$ cat config.mk
export PLATFORM = sky130hd
export DESIGN_NAME = alu_req_sequencer
export DESIGN_NICKNAME = d
export VERILOG_FILES = /design/src/rtl/alu_req_sequencer.sv
export SDC_FILE = /design/constraint.sdc
export NUM_CORES = 1
export LEC_CHECK = 0
export BUFFER_PORTS_ARGS = -buffer_cell sky130_fd_sc_hd__buf_2
export CORE_ASPECT_RATIO = 1.2
export CORE_UTILIZATION = 30
export DETAILED_ROUTE_END_ITERATION = 10
export PLACE_DENSITY = 0.5
export SYNTH_ARGS = -nofsm -noshare
export SYNTH_HDL_FRONTEND = slang
export SYNTH_SLANG_ARGS = --single-unit
export TNS_END_PERCENT = 20
$ cat constraint.sdc
create_clock -name clk -period 2.2 [get_ports clk]
set_input_delay 0.44 -clock clk [delete_from_list [all_inputs] [get_ports clk]]
set_output_delay 0.44 -clock clk [all_outputs]
set_load 0.02 [all_outputs]
$ cat src/rtl/alu_req_sequencer.sv
// Initiator-side sequencer for the registered ALU: issues requests, tracks them through the ALU
// latency, resolves branches and queues responses. Optional counters under ALU_SEQ_STATS_EN.
module alu_req_sequencer #(
    parameter int unsigned ALU_LATENCY = 1,
    parameter int unsigned RSP_DEPTH   = 4,
    parameter int unsigned TAG_W       = 4
) (
    input  logic             clk,
    input  logic             rst_n,
    input  logic             req_valid,
    output logic             req_ready,
    input  logic [31:0]      req_in1,
    input  logic [31:0]      req_in2,
    input  logic [2:0]       req_op,
    input  logic             req_is_branch,
    input  logic [2:0]       req_br_funct3,
    input  logic [TAG_W-1:0] req_tag,
    input  logic             flush,
    output logic [31:0]      alu_in1,
    output logic [31:0]      alu_in2,
    output logic [2:0]       alu_op,
    input  logic [31:0]      alu_out,
    input  logic             zero,
    input  logic             less_than,
    input  logic             less_than_unsigned,
    output logic             rsp_valid,
    input  logic             rsp_ready,
    output logic [31:0]      rsp_result,
    output logic             rsp_taken,
    output logic [TAG_W-1:0] rsp_tag,
    output logic [31:0]      stat_issued,
    output logic [31:0]      stat_taken
);

    localparam int unsigned PtrW     = (RSP_DEPTH > 1) ? $clog2(RSP_DEPTH) : 1;
    localparam int unsigned FifoCntW = PtrW + 1;
    localparam int unsigned CntW     = PtrW + 2;
    localparam int unsigned FlW      = (ALU_LATENCY > 0) ? $clog2(ALU_LATENCY + 1) : 1;

    typedef enum logic [0:0] {StRun, StFlush} state_e;

    typedef struct packed {
        logic             valid;
        logic             is_branch;
        logic [2:0]       funct3;
        logic [TAG_W-1:0] tag;
    } pipe_t;

    typedef struct packed {
        logic [31:0]      result;
        logic             taken;
        logic [TAG_W-1:0] tag;
    } rsp_t;

    state_e              state_q;
    logic [FlW-1:0]      flush_cnt_q;
    logic [31:0]         alu_in1_q, alu_in2_q;
    logic [2:0]          alu_op_q;
    // Entry 0 lines up with the alu_* registers; entry ALU_LATENCY lines up with alu_out.
    pipe_t               pipe_q [ALU_LATENCY+1];
    rsp_t                mem_q [RSP_DEPTH];
    logic [PtrW-1:0]     wr_ptr_q, rd_ptr_q;
    logic [FifoCntW-1:0] fifo_cnt_q;

    logic [CntW-1:0]     inflight_cnt;
    logic                accept, push, pop, flush_now, br_cond, tail_taken;
    pipe_t               tail;
    rsp_t                head;

    always_comb begin
        inflight_cnt = '0;
        for (int i = 0; i <= int'(ALU_LATENCY); i++) begin
            inflight_cnt = inflight_cnt + CntW'(pipe_q[i].valid);
        end
    end

    assign flush_now = flush && (state_q == StRun);
    assign req_ready = (state_q == StRun) && !flush &&
                       ((inflight_cnt + CntW'(fifo_cnt_q)) < CntW'(RSP_DEPTH));
    assign accept    = req_valid && req_ready;

    assign tail = pipe_q[ALU_LATENCY];

    always_comb begin
        br_cond = 1'b0;
        case (tail.funct3)
            3'b000:  br_cond = zero;
            3'b001:  br_cond = !zero;
            3'b100:  br_cond = less_than;
            3'b101:  br_cond = !less_than;
            3'b110:  br_cond = less_than_unsigned;
            3'b111:  br_cond = !less_than_unsigned;
            default: br_cond = 1'b0;
        endcase
    end

    assign tail_taken = tail.is_branch && br_cond;
    assign push       = tail.valid && (state_q == StRun) && !flush;
    assign rsp_valid  = (fifo_cnt_q != '0);
    assign pop        = rsp_valid && rsp_ready;

    assign head       = mem_q[rd_ptr_q];
    assign rsp_result = rsp_valid ? head.result : '0;
    assign rsp_taken  = rsp_valid ? head.taken : 1'b0;
    assign rsp_tag    = rsp_valid ? head.tag : '0;

    assign alu_in1 = alu_in1_q;
    assign alu_in2 = alu_in2_q;
    assign alu_op  = alu_op_q;

    always_ff @(posedge clk) begin
        if (push) begin
            mem_q[wr_ptr_q] <= '{result: alu_out, taken: tail_taken, tag: tail.tag};
        end
    end

    always_ff @(posedge clk or negedge rst_n) begin
        if (!rst_n) begin
            state_q     <= StRun;
            flush_cnt_q <= '0;
            alu_in1_q   <= '0;
            alu_in2_q   <= '0;
            alu_op_q    <= 3'b000;
            wr_ptr_q    <= '0;
            rd_ptr_q    <= '0;
            fifo_cnt_q  <= '0;
            for (int i = 0; i <= int'(ALU_LATENCY); i++) begin
                pipe_q[i] <= '0;
            end
        end else begin
            if (accept) begin
                alu_in1_q <= req_in1;
                alu_in2_q <= req_in2;
                alu_op_q  <= req_is_branch ? 3'b001 : req_op;
            end

            pipe_q[0] <= '{valid: accept, is_branch: req_is_branch,
                           funct3: req_br_funct3, tag: req_tag};
            for (int i = 1; i <= int'(ALU_LATENCY); i++) begin
                pipe_q[i] <= pipe_q[i-1];
            end
            if (flush_now || state_q == StFlush) begin
                for (int i = 0; i <= int'(ALU_LATENCY); i++) begin
                    pipe_q[i].valid <= 1'b0;
                end
            end

            if (flush_now) begin
                wr_ptr_q   <= '0;
                rd_ptr_q   <= '0;
                fifo_cnt_q <= '0;
            end else begin
                if (push) wr_ptr_q <= wr_ptr_q + PtrW'(1);
                if (pop)  rd_ptr_q <= rd_ptr_q + PtrW'(1);
                if (push && !pop)      fifo_cnt_q <= fifo_cnt_q + FifoCntW'(1);
                else if (!push && pop) fifo_cnt_q <= fifo_cnt_q - FifoCntW'(1);
            end

            // FLUSH holds for ALU_LATENCY+1 cycles so the ALU drains anything already issued.
            case (state_q)
                StRun: begin
                    if (flush_now) begin
                        state_q     <= StFlush;
                        flush_cnt_q <= FlW'(ALU_LATENCY);
                    end
                end
                StFlush: begin
                    if (flush_cnt_q == '0 && inflight_cnt == '0) state_q <= StRun;
                    else if (flush_cnt_q != '0) flush_cnt_q <= flush_cnt_q - FlW'(1);
                end
                default: state_q <= StRun;
            endcase
        end
    end

`ifdef ALU_SEQ_STATS_EN
    logic [31:0] stat_issued_q, stat_taken_q;

    always_ff @(posedge clk or negedge rst_n) begin
        if (!rst_n) begin
            stat_issued_q <= '0;
            stat_taken_q  <= '0;
        end else begin
            if (accept)               stat_issued_q <= stat_issued_q + 32'd1;
            if (push && tail_taken)   stat_taken_q  <= stat_taken_q + 32'd1;
        end
    end

    assign stat_issued = stat_issued_q;
    assign stat_taken  = stat_taken_q;
`else
    assign stat_issued = '0;
    assign stat_taken  = '0;
`endif

    rsp_no_overflow: assert property (@(posedge clk) disable iff (!rst_n)
        !(push && !pop && fifo_cnt_q == FifoCntW'(RSP_DEPTH)));

endmodule

==> results of run 1 <==
## critical path: cells and delay by family (launching register included)
kind	cells	cell delay [ps]
buf+inv	3	470
flops	1	380
simple gates	2	640
## flip-flops by register name (all words and copies together), names as in the netlist
name         flops
state_q          1
pipe_q          18
flush_cnt_q      1
rd_ptr_q         2
fifo_cnt_q       3
alu_in1         32
wr_ptr_q         2
mem_q          148
alu_in2         32
alu_op           3
## power by group
part	total [mW]	internal, mW	switching (mW)
logic	6.80	3.54	3.27
clock network	4.24	2.47	1.77
registers	6.03	5.56	0.475
## per-layer routing
| metal | up-vias | track usage (%) | routed length, µm |
|---|---|---|---|
| met4 | 0 | 3.113 | 390 |
| met1 | 2506 | 15.18 | 8952 |
| met5 | - | 0 | 0 |
| met3 | 28 | 3.845 | 1702 |
| li1 | 2383 | - | - |
| met2 | 229 | 21.49 | 10150 |
## metrics by stage
stage	hold WS, ps	utilization (%)	instances	worst slack (ps)
CTS	65.36	38.68	1222	-371.4
finish	91.74	39.66	1230	-279.2
global placement	332.0	35.32	1162	-26.84
global route	63.06	39.66	1230	-371.7
floorplan	144.4	-	597	30.16
detailed placement	334.7	35.32	1162	-34.17
## synth_stat cells, drive strengths merged (3+ instances only)
cell / n
and2: 38
and3: 5
buf: 76
clkbuf: 8
dfrtp: 94
edfxtp: 148
ha: 7
inv: 9
mux2: 64
mux4: 37
nand2: 5
nor2: 9
nor3: 4
o21ai: 6
xnor2: 3
xor2: 3
## path summary, 6_finish.rpt
kind	end	cells after the start
min	pipe_q[16]$_DFF_PN0_	1
min reg2reg	pipe_q[4]$_DFF_PN0_	0
min in group asynchronous	alu_in1[14]$_DFFE_PN0P_	2
max reg2reg	alu_in1[4]$_DFFE_PN0P_	6
max in group asynchronous	rd_ptr_q[1]$_DFFE_PN0P_	3
max	rsp_result[0]	5
## cells by family after synthesis
kind of cell               count (synthesis)  share of synthesized area [%]
and+or+nand+nor                           70                          4.066
AOI/OAI and AO/OA                         12                         0.7728
muxes                                    102                          18.11
xor gates and xnor gates                   6                         0.5321
adders and majority gates                  8                          1.089
other                                      1                        0.03797
buffers and inverters                     93                          6.575
DFF                                      242                          68.81
## cell type report
class,count,area share (%)
clock buffer,32,5.414
clock inverter,16,1.034
timing repair buffer,262,14.81
sequential,242,53.01
multi-input combinational,262,21.50
inverter,9,0.2634
tap,407,3.970
## repair_timing
item,4_1_cts,5_1_grt
resized for setup,29,63
hold buffers,8,0
setup buffers,3,4
endpoints found under the setup margin,103,103
endpoints found under the hold margin,31,0
pin swaps,0,19
gates cloned,2,4
==> flow_results.org, run 1 <==
** Hold path
- Hold path startpoint :: req_is_branch
- In this run the worst hold path is classified as input pin to flop.

** Power
- Largest voltage drop on the vdd net :: 0.6378 mV
- Power per cell area :: 1331 nW/µm²
- In this run the static leakage power is 5.462 nW.
- Power comes to 17.07 mW.

** Clock network
- TritonCTS built the clock tree.
- Clock transition time at the flip-flop clock pins of the worst setup and hold paths :: 60 ps
- The clock drives 242 sinks.
- H-tree Lvls :: 1
- No sink is reached through more buffers than the 3 on the longest clock path.
- Source-to-sink clock delay at the later pin of the worst-skew pair :: 530 ps
- Counting the buffers created by CTS gives 26.
- The cell sitting at the root of the clock tree is a clkbuf_16.

** Yosys
- Post-Synthesis Cells :: 534
- Post-synthesis register bit count :: 242
- FFs w/ async S/R, synth :: 38.84%
- Proportion of synthesized chip area in sequential cells :: 68.81%
- Dominant cells by area after synthesis :: edfxtp_1, dfrtp_1, mux2_4
- After synthesis the cells add up to 9877 µm².
- The netlist uses 36 different library cells.
- Synthesized area divided by synthesized cell count :: 18.50 µm²
- The most used flip-flop cell after synthesis is edfxtp_1.
- Number of enable-type register cells in the synthesized netlist :: 148
- Syn. warnings :: 0
- Summed over its instances, the top area cell type makes up 45.00% of the synthesized netlist area.
- Library cell occupying the most area in the post-synthesis netlist :: edfxtp_1

** Global routing
- Entering global routing, the biggest net connects 48 pins.
- Via count of the first global-routing pass :: 5655
- Antenna violations before repair :: 0
- All-Layer GR Usage :: 12.50%
- Global-route wire length before repair :: 32250 µm
- Total congestion overflow :: 0

** STA
- The total count of max-transition violations in the final report is 0.
- Final hold violations :: 0
- Summed negative setup slack over all endpoints :: -10780 ps
- For the final database, setup skew stands at 13.41 ps.
- Max Freq :: 0.4034 GHz
- RSZ-0062 raised after global routing :: true
- The routed design could run at a clock period as short as 2479 ps.
- Setup violations remaining at the end of the flow were counted as 71.
- In the post-route analysis, the smallest setup slack over all paths is -279.2 ps.
- After layout, the worst path uses 112.7% of the clock period.

** Setup path
- Highest-delay cell along the critical path :: or3_4
- Across all register-to-register paths, the minimum setup slack is -40 ps.
- Most Frequent Cell on Critical Path :: buf_6
- Critical Path AT :: 2040 ps
- The critical path is of the flop to output pin type.
- Nature of the critical path endpoint :: output pin
- Of all nets on the critical path, the largest fanout is 9.
- The largest single stage delay on the critical path is 480 ps.
- Data required, critical path :: 1760 ps
- The critical path goes through buf_6 -> or3_4 -> clkbuf_16 -> and2_4 -> buf_6.
- Worst setup startpoint :: fifo_cnt_q[2]$_DFFE_PN0P_
- STA classifies the critical path startpoint as a flop.
- The startpoint identified for the worst register-to-register timing path is pipe_q[8]$_DFF_PN0_.

** Detailed routing
- Number of DRC violations after detailed routing :: 0
- Dividing the detail-routed via count by the number of cells gives 4.184.
- Wires add up to 21190 µm.
- The pre-antenna-repair detailed-routing pass consisted of 4 iterations.
- Summing over every cut layer, the via total after detailed routing is 5146.
- Mean routed wirelength per cell :: 17.23 µm
- ANT nets after route :: 0
- After the first detailed-routing iteration, the DRC count stood at 188.

** Cells and area
- Most common cell after layout, fill and taps aside :: buf_2
- Multi-input logic area :: 2758 µm²
- After routing the design area is 12830 µm².
- Area added between synthesis and finish :: 29.87%
- # fillers :: 2992
- The number of antenna diodes in the final layout is 0.
- Area of all sequential standard cells :: 6800 µm²
- Nets@finish :: 926
- Leaving out fill and tap cells, the most frequent cells in the layout are buf_2, edfxtp_1, dfrtp_1.
- Share of cells above drive strength 1 :: 51.64%

** Floorplan
- Die Y-Extent :: 200.8 µm
- The initial utilization of the core area, before any placement, comes to 30.54%.
- The core region is 32340 µm².
- Number of placement rows :: 72
- Boundary Pins :: 285
- Horizontal die dimension :: 167.6 µm
- Die area :: 33660 µm²

** Place
- The congestion estimate from routability-driven global placement came to 0.7016.
- Half-perimeter wire length after detailed placement :: 13130 µm
- Post-Place Cell Area :: 11420 µm²
- Port buffering added 220 buffers.

** Flow run
- Maximum Capacitance Violations :: 0

** Outcome
- Result of the run :: finished with violations
- Violated checks :: negative setup slack
No activity file was read; power rests on OpenSTA's default activity.
==> run 2, diff against run 1 <==
CELL_PAD_IN_SITES_DETAIL_PLACEMENT = 1   (was unset)
CELL_PAD_IN_SITES_GLOBAL_PLACEMENT = 2   (was unset)
PLACE_DENSITY = 0.67   (was 0.5)
==> run 2 against run 1 <==
Net effect:
- the run still ends with negative setup slack left
- clock power is 1% lower
- non-clock buffer count is 5 lower
- combinational power is 3.2% lower
- global-route usage is 0.41 points higher
- cell count is 0.33% lower
- total power is 1.7% lower
- critical path type unchanged
- critical endpoint is now rsp_result[1]
- largest power group unchanged
==> flow_results.org, run 2 (synthesis results as in run 1) <==
** Setup path
- FF-to-FF path depth :: 6
- In this run the register-to-register setup slack is -30 ps.
- Critical path class :: flop to output pin
- In this run the worst setup path terminates at rsp_result[1].
- Maximum net fanout on the critical path :: 8
- In this run the critical register-to-register path is captured at alu_in2[25]$_DFFE_PN0P_.
- Data required, critical path :: 1760 ps
- Worst setup startpoint :: rd_ptr_q[0]$_DFFE_PN0P_
- The worst register-to-register path begins at pipe_q[8]$_DFF_PN0_.
- For the worst setup path, the data arrival time is 2070 ps.
- Nature of the critical path endpoint :: output pin
- CP startpoint kind :: flop

** Cells and area
- The library cells used most frequently in the layout, excluding fill and tap cells, are buf_2, edfxtp_1, dfrtp_1.
- The library cell used most frequently in the layout, excluding fill and tap cells, is buf_2.
- The net count of the finished layout is 921.
- Share of cells above drive strength 1 :: 52.08%
- mem_q holds more flip-flops than any other register.
- The finished layout holds 1226 standard cells, fillers aside.
- Cells fill 39.40% of the core in the end.
- Area added between synthesis and finish :: 29.02%
- Max reg flops :: 148

** STA
- For the pin with the worst max-slew slack, the measured transition is 568.5 ps.
- Worst Hold Margin :: 30.05 ps
- Max-slew violation total from the final report :: 0
- Clk_skew :: 7.029 ps
- Setup repair after global routing could not meet its margin everywhere.
- The smallest clock period supported by the final layout is computed as 2511 ps.
- Of the available clock period, the critical path in the final layout requires 114.1%.
- Setup violations remaining at the end of the flow were counted as 81.
- Smallest setup slack after layout :: -311.2 ps
- Max Freq :: 0.3982 GHz
- In this run the tightest slew margin relative to its limit is 62.10%.
- The number of hold-slack violations in the final timing report came to 0.

** Detailed routing
- Mean routed wirelength per cell :: 17.75 µm
- Final WL :: 21760 µm
- For this run, design rule violations remaining after detail routing come to 0.
- Routed vias/inst :: 4.283
- The count of nets left with antenna violations once routing finished came out at 0.
- The first TritonRoute pass finished after 4 iterations.
- The first routing iteration left 227 violations.
- The routed layout has 5251 vias.

** Floorplan
- The floorplan has 72 rows.
- The die is 167.6 µm wide.
- Effective utilization at floorplan :: 30.54%
- The die is 200.8 µm tall.
- The die covers 33660 µm².
- Area of the core region :: 32340 µm²
- Boundary Pins :: 285

** Global routing
- All-Layer GR Usage :: 12.91%
- The initial antenna violation count was 2.
- Entering global routing, the biggest net connects 42 pins.
- The first global-routing pass estimated 33580 µm of wire.
- The total overflow left after global routing is 0.
- Via count of the first global-routing pass :: 5772

** Clock network
- TritonCTS built the clock tree.
- The clock drives 242 sinks.
- Buffers inserted during clock tree synthesis total 26.
- The longest clock path from root to sink contains 3 buffers.
- Clock transition time at the flip-flop clock pins of the worst setup and hold paths :: 60 ps
- CTS Root Buffer Type :: clkbuf_16
- Source-to-sink clock delay at the later pin of the worst-skew pair :: 520 ps
- H-tree Lvls :: 1

** Place
- Detailed placement finished with a half-perimeter wire length of 15010 µm.
- Including well taps, the total number of placed cells is 1168.
- Count of buffers from port buffering :: 220
- Placer Congestion :: 0.7030

** Outcome
- The flow ran to the end, but the final reports show violations.
- Violated checks :: negative setup slack

** Power
- Across the VDD grid, the largest voltage drop is 0.7002 mV.
- The analysis attributes to cell leakage a power of 5.432 nW.
- Power per cell area :: 1316 nW/µm²

** Flow run
- Across the run, the number of max-cap violations was 0.

** Hold path
- Class of the worst hold path :: input pin to flop
-- run 2: cell type report --
cell class	instances	area [µm²]
repair buffers	257	1829
clock buffers	41	728.2
well taps	407	509.2
multi-input cells	262	2754
fillers	3268	19600
inverters	9	33.78
clock inverters	7	85.08
flip-flops and latches	242	6802
diodes	1	2.502
-- run 2: critical path, stage by stage (launching register included) --
cell       delay [ps]
dfrtp_2           440
buf_12            150
clkbuf_16         160
mux4_2            480
and2_1            160
buf_2             150
-- run 2: worst min path at each step --
stage | start | end | slack (ps) | cells after the start
2_1_floorplan | rst_n | alu_in1[0]$_DFFE_PN0P_ | 140 | 0
3_3_place_gp | pipe_q[15]$_DFF_PN0_ | pipe_q[6]$_DFF_PN0_ | 330 | 0
3_5_place_dp | pipe_q[10]$_DFF_PN0_ | pipe_q[1]$_DFF_PN0_ | 340 | 0
4_1_cts | req_br_funct3[2] | pipe_q[15]$_DFF_PN0_ | 3 | 1
5_1_grt | req_br_funct3[2] | pipe_q[15]$_DFF_PN0_ | 5 | 1
6_report | req_br_funct3[2] | pipe_q[15]$_DFF_PN0_ | 30 | 1
-- run 2: power breakdown --
| group | total [mW] | internal, mW | switching, mW | leakage [nW] |
|---|---|---|---|---|
| combinational | 6.58 | 3.35 | 3.22 | 2.58 |
| sequential | 6.02 | 5.56 | 0.460 | 2.46 |
| clock | 4.18 | 2.50 | 1.68 | 0.397 |
| total | 16.8 | 11.4 | 5.36 | 5.43 |
-- run 2: per-stage QoR --
step           power (mW)  worst slack, ps  instance area, µm²  setup TNS [ps]
2_1_floorplan       9.913            30.16               10110               0
3_3_place_gp        11.83           -42.89               11540           -1949
3_5_place_dp        11.89           -67.36               11540           -3392
4_1_cts             16.42           -365.2               12470          -13560
5_1_grt             17.63           -399.5               12740          -18420
6_report            16.77           -311.2               12740          -11010
-- run 2: per-layer routing --
| metal | vias to the layer above | wire length (µm) | global-route usage [%] |
|---|---|---|---|
| li1 | 2376 | - | - |
| met1 | 2614 | 8977 | 15.93 |
| met3 | 30 | 1798 | 3.884 |
| met4 | 2 | 384 | 3.277 |
| met2 | 229 | 10590 | 21.96 |
| met5 | - | 13 | 0 |
-- run 2: repair_timing --
| item | in CTS | in global routing |
|---|---|---|
| gates resized for setup | 29 | 61 |
| endpoints found under the hold margin | 39 | 0 |
| setup buffers | 1 | 4 |
| pin swaps | 1 | 1 |
| gates cloned | 0 | 2 |
| endpoints found under the setup margin | 103 | 103 |
| hold buffers | 2 | 0 |
==> run 3, diff against run 2 <==
CELL_PAD_IN_SITES_DETAIL_PLACEMENT = 0   (was 1)
CELL_PAD_IN_SITES_GLOBAL_PLACEMENT = 1   (was 2)
PLACE_DENSITY = 0.58   (was 0.67)
==> run 3 against run 2 <==
Net effect:
- the run still ends with negative setup slack left
- clock-buffer cell count shrank 2
- utilization grew 0.33 points
- cell count shrank 0.33%
- sequential power decreased by 0.7%
- critical path type unchanged
- largest power group unchanged
==> flow_results.org, run 3 (synthesis results as in run 1) <==
** STA
- Max Freq :: 0.4088 GHz
- Clock skew on the completed layout was measured at 6.864 ps.
- Summed over all failing endpoints, the final setup total negative slack is -8228 ps.
- Once routing completed, OpenROAD measured the worst setup slack at -246.1 ps.
- RSZ-0062 raised after global routing :: true
- In this run the tightest slew margin relative to its limit is 63.83%.
- For the pin with the worst max-slew slack, the measured transition is 541.4 ps.
- Post-route minimum period :: 2446 ps
- Final hold violations :: 0
- Count of final setup violators :: 39
- Dividing the final minimum period by the clock period gives 111.2%.
- Max-slew violation total from the final report :: 0

** Cells and area
- Non-filler instance count after layout :: 1222
- Max reg flops :: 148
- Highest-count cells in the layout ignoring fill and taps :: buf_2, edfxtp_1, dfrtp_1
- Cells with a size suffix above 1 make up 53.50% of the layout.
- Leaving out fill and tap cells, the most frequent cell in the layout is buf_2.
- The multi-input combinational cells in the finished layout cover a total of 2771 µm².
- Top register by number of flip-flops :: mem_q
- Area added between synthesis and finish :: 30.11%
- Nets@finish :: 921
- In the final layout, flip-flops and latches occupy 6800 µm².
- Post-layout instance area :: 12850 µm²
- # fillers :: 3008
- The repair_antennas step left the layout with diodes totalling 0.

** Clock network
- Clock latency on the worst-skew pair, taken at its later pin, is 520 ps.
- Clock sink total :: 242
- CTS Root Buffer Type :: clkbuf_16
- Clock-pin slew was measured on the worst setup and hold paths at 60 ps.
- H-tree Lvls :: 1
- Number of buffers created by CTS :: 26
- TritonCTS built the clock tree.
- Bufs on Longest Clock Path :: 3

** Hold path
- Hold path startpoint :: req_tag[3]
- The worst hold path belongs to the class input pin to flop.

** Global routing
- The first global-routing pass estimated 31330 µm of wire.
- Global routing consumed, on the met3 layer, 3.509% of the routing resources.
- The initial antenna violation count came to 1.
- After global routing, the most crowded layer is met2.
- The via count of the first global-routing pass was 5484.
- GR Layer Usage met1 :: 15.17%
- For this run, global-route usage on met2 was measured as 20.22%.
- Entering global routing, the biggest net connects 39 pins.
- All-Layer GR Usage :: 12.04%
- Total congestion overflow :: 0

** Power
- Summing internal, switching and leakage power gives 17.26 mW.
- Largest voltage drop on the vdd net :: 0.6379 mV
- LEAKAGE :: 5.498 nW
- Power per cell area :: 1343 nW/µm²

** Floorplan
- After floorplanning, the core was divided into 72 placement rows.
- Die Y-Extent :: 200.8 µm
- Effective utilization at floorplan :: 30.54%
- The region available for standard cell placement spans 32340 µm².
- Pin placement for this block handled 285 I/O pins.
- The die covers 33660 µm².
- The die is 167.6 µm wide.

** Place
- Including well taps, the total number of placed cells is 1167.
- Routability-driven placement finished with a final weighted congestion of 0.6848.
- Summed over all nets, the half-perimeter wirelength after detailed placement is 13290 µm.
- Post-Place Cell Area :: 11480 µm²
- During placement, the flow inserted port buffers numbering 220.

** Setup path
- Nature of the critical path endpoint :: output pin
- Data required, critical path :: 1760 ps
- Critical R2R Launch :: pipe_q[17]$_DFF_PN0_
- The worst setup path is launched from a flop.
- Critical path class :: flop to output pin
- Critical Path AT :: 2010 ps
- In this run the worst path has a maximum fanout of 6.
- Worst setup startpoint :: rd_ptr_q[0]$_DFFE_PN0P_

** Detailed routing
- Mean routed wirelength per cell :: 16.92 µm
- For this run, design rule violations remaining after detail routing come to 0.
- Final WL :: 20670 µm
- In this run, the number of DRC markers left after iteration 0 of detailed routing was 235.
- Routed vias/inst :: 4.214
- Total via count after detailed routing :: 5150
- The first detailed-routing pass took 4 iterations.
- Once detail routing completed, the nets flagged for antenna violations numbered 0.

** Outcome
- The final reports fail on negative setup slack.
- The run finished, with violations left.

** Flow run
- Max-cap violations in this run came to 0.
-- run 3: path summary, 6_finish.rpt --
path                                                 to  slack [ps]  cells past startpoint
worst max-delay path                         rsp_tag[2]        -250                      5
worst min-delay path               pipe_q[12]$_DFF_PN0_          30                      1
worst max register to register   alu_in2[4]$_DFFE_PN0P_           0                      6
worst min register to register      pipe_q[1]$_DFF_PN0_         350                      0
max in group asynchronous       alu_in2[17]$_DFFE_PN0P_        1250                      3
min in group asynchronous       alu_in1[22]$_DFFE_PN0P_         330                      2
-- run 3: repair_timing --
item                                    in CTS  in global routing
endpoints found under the setup margin     103                103
gates resized for setup                     23                 89
pin swaps                                    1                 31
endpoints found under the hold margin       16                  0
hold buffers                                 1                  0
gates cloned                                 2                  3
buffers inserted                             3                  1
-- run 3: layout make-up --
class | instances | share of cell area, %
flip-flops and latches | 242 | 52.92
multi-input cells | 262 | 21.57
repair buffers | 257 | 14.61
clock buffers | 39 | 6.075
well taps | 407 | 3.963
clock inverters | 6 | 0.6036
inverters | 9 | 0.2629
-- run 3: stage by stage --
stage / utilization (%) / worst slack, ps / hold WS, ps
after global placement: 35.51 / -17.72 / 331.9
after floorplan: - / 30.16 / 144.4
after detailed placement: 35.51 / -36.40 / 334.7
after CTS: 38.67 / -330.4 / 0.4581
final: 39.74 / -246.1 / 28.24
after global routing: 39.74 / -320.5 / 0.3015
-- run 3: per-layer routing --
metal / wire [µm] / part of all wire [%]
met5: 14 / 0.068
met4: 396 / 1.9
met3: 1566 / 7.6
met2: 9915 / 48
met1: 8780 / 42
-- run 3: power breakdown --
part | leakage, nW | internal [mW] | switching (mW)
logic | 2.62 | 3.66 | 3.25
clock network | 0.422 | 2.66 | 1.71
registers | 2.46 | 5.56 | 0.426
total | 5.50 | 11.9 | 5.38
-- run 3: critical path: stages, from the launching register on --
cell and delay [ps]:
dfrtp_2 380, buf_12 160, clkbuf_16 170, mux4_2 490, and2_4 160, buf_6 120
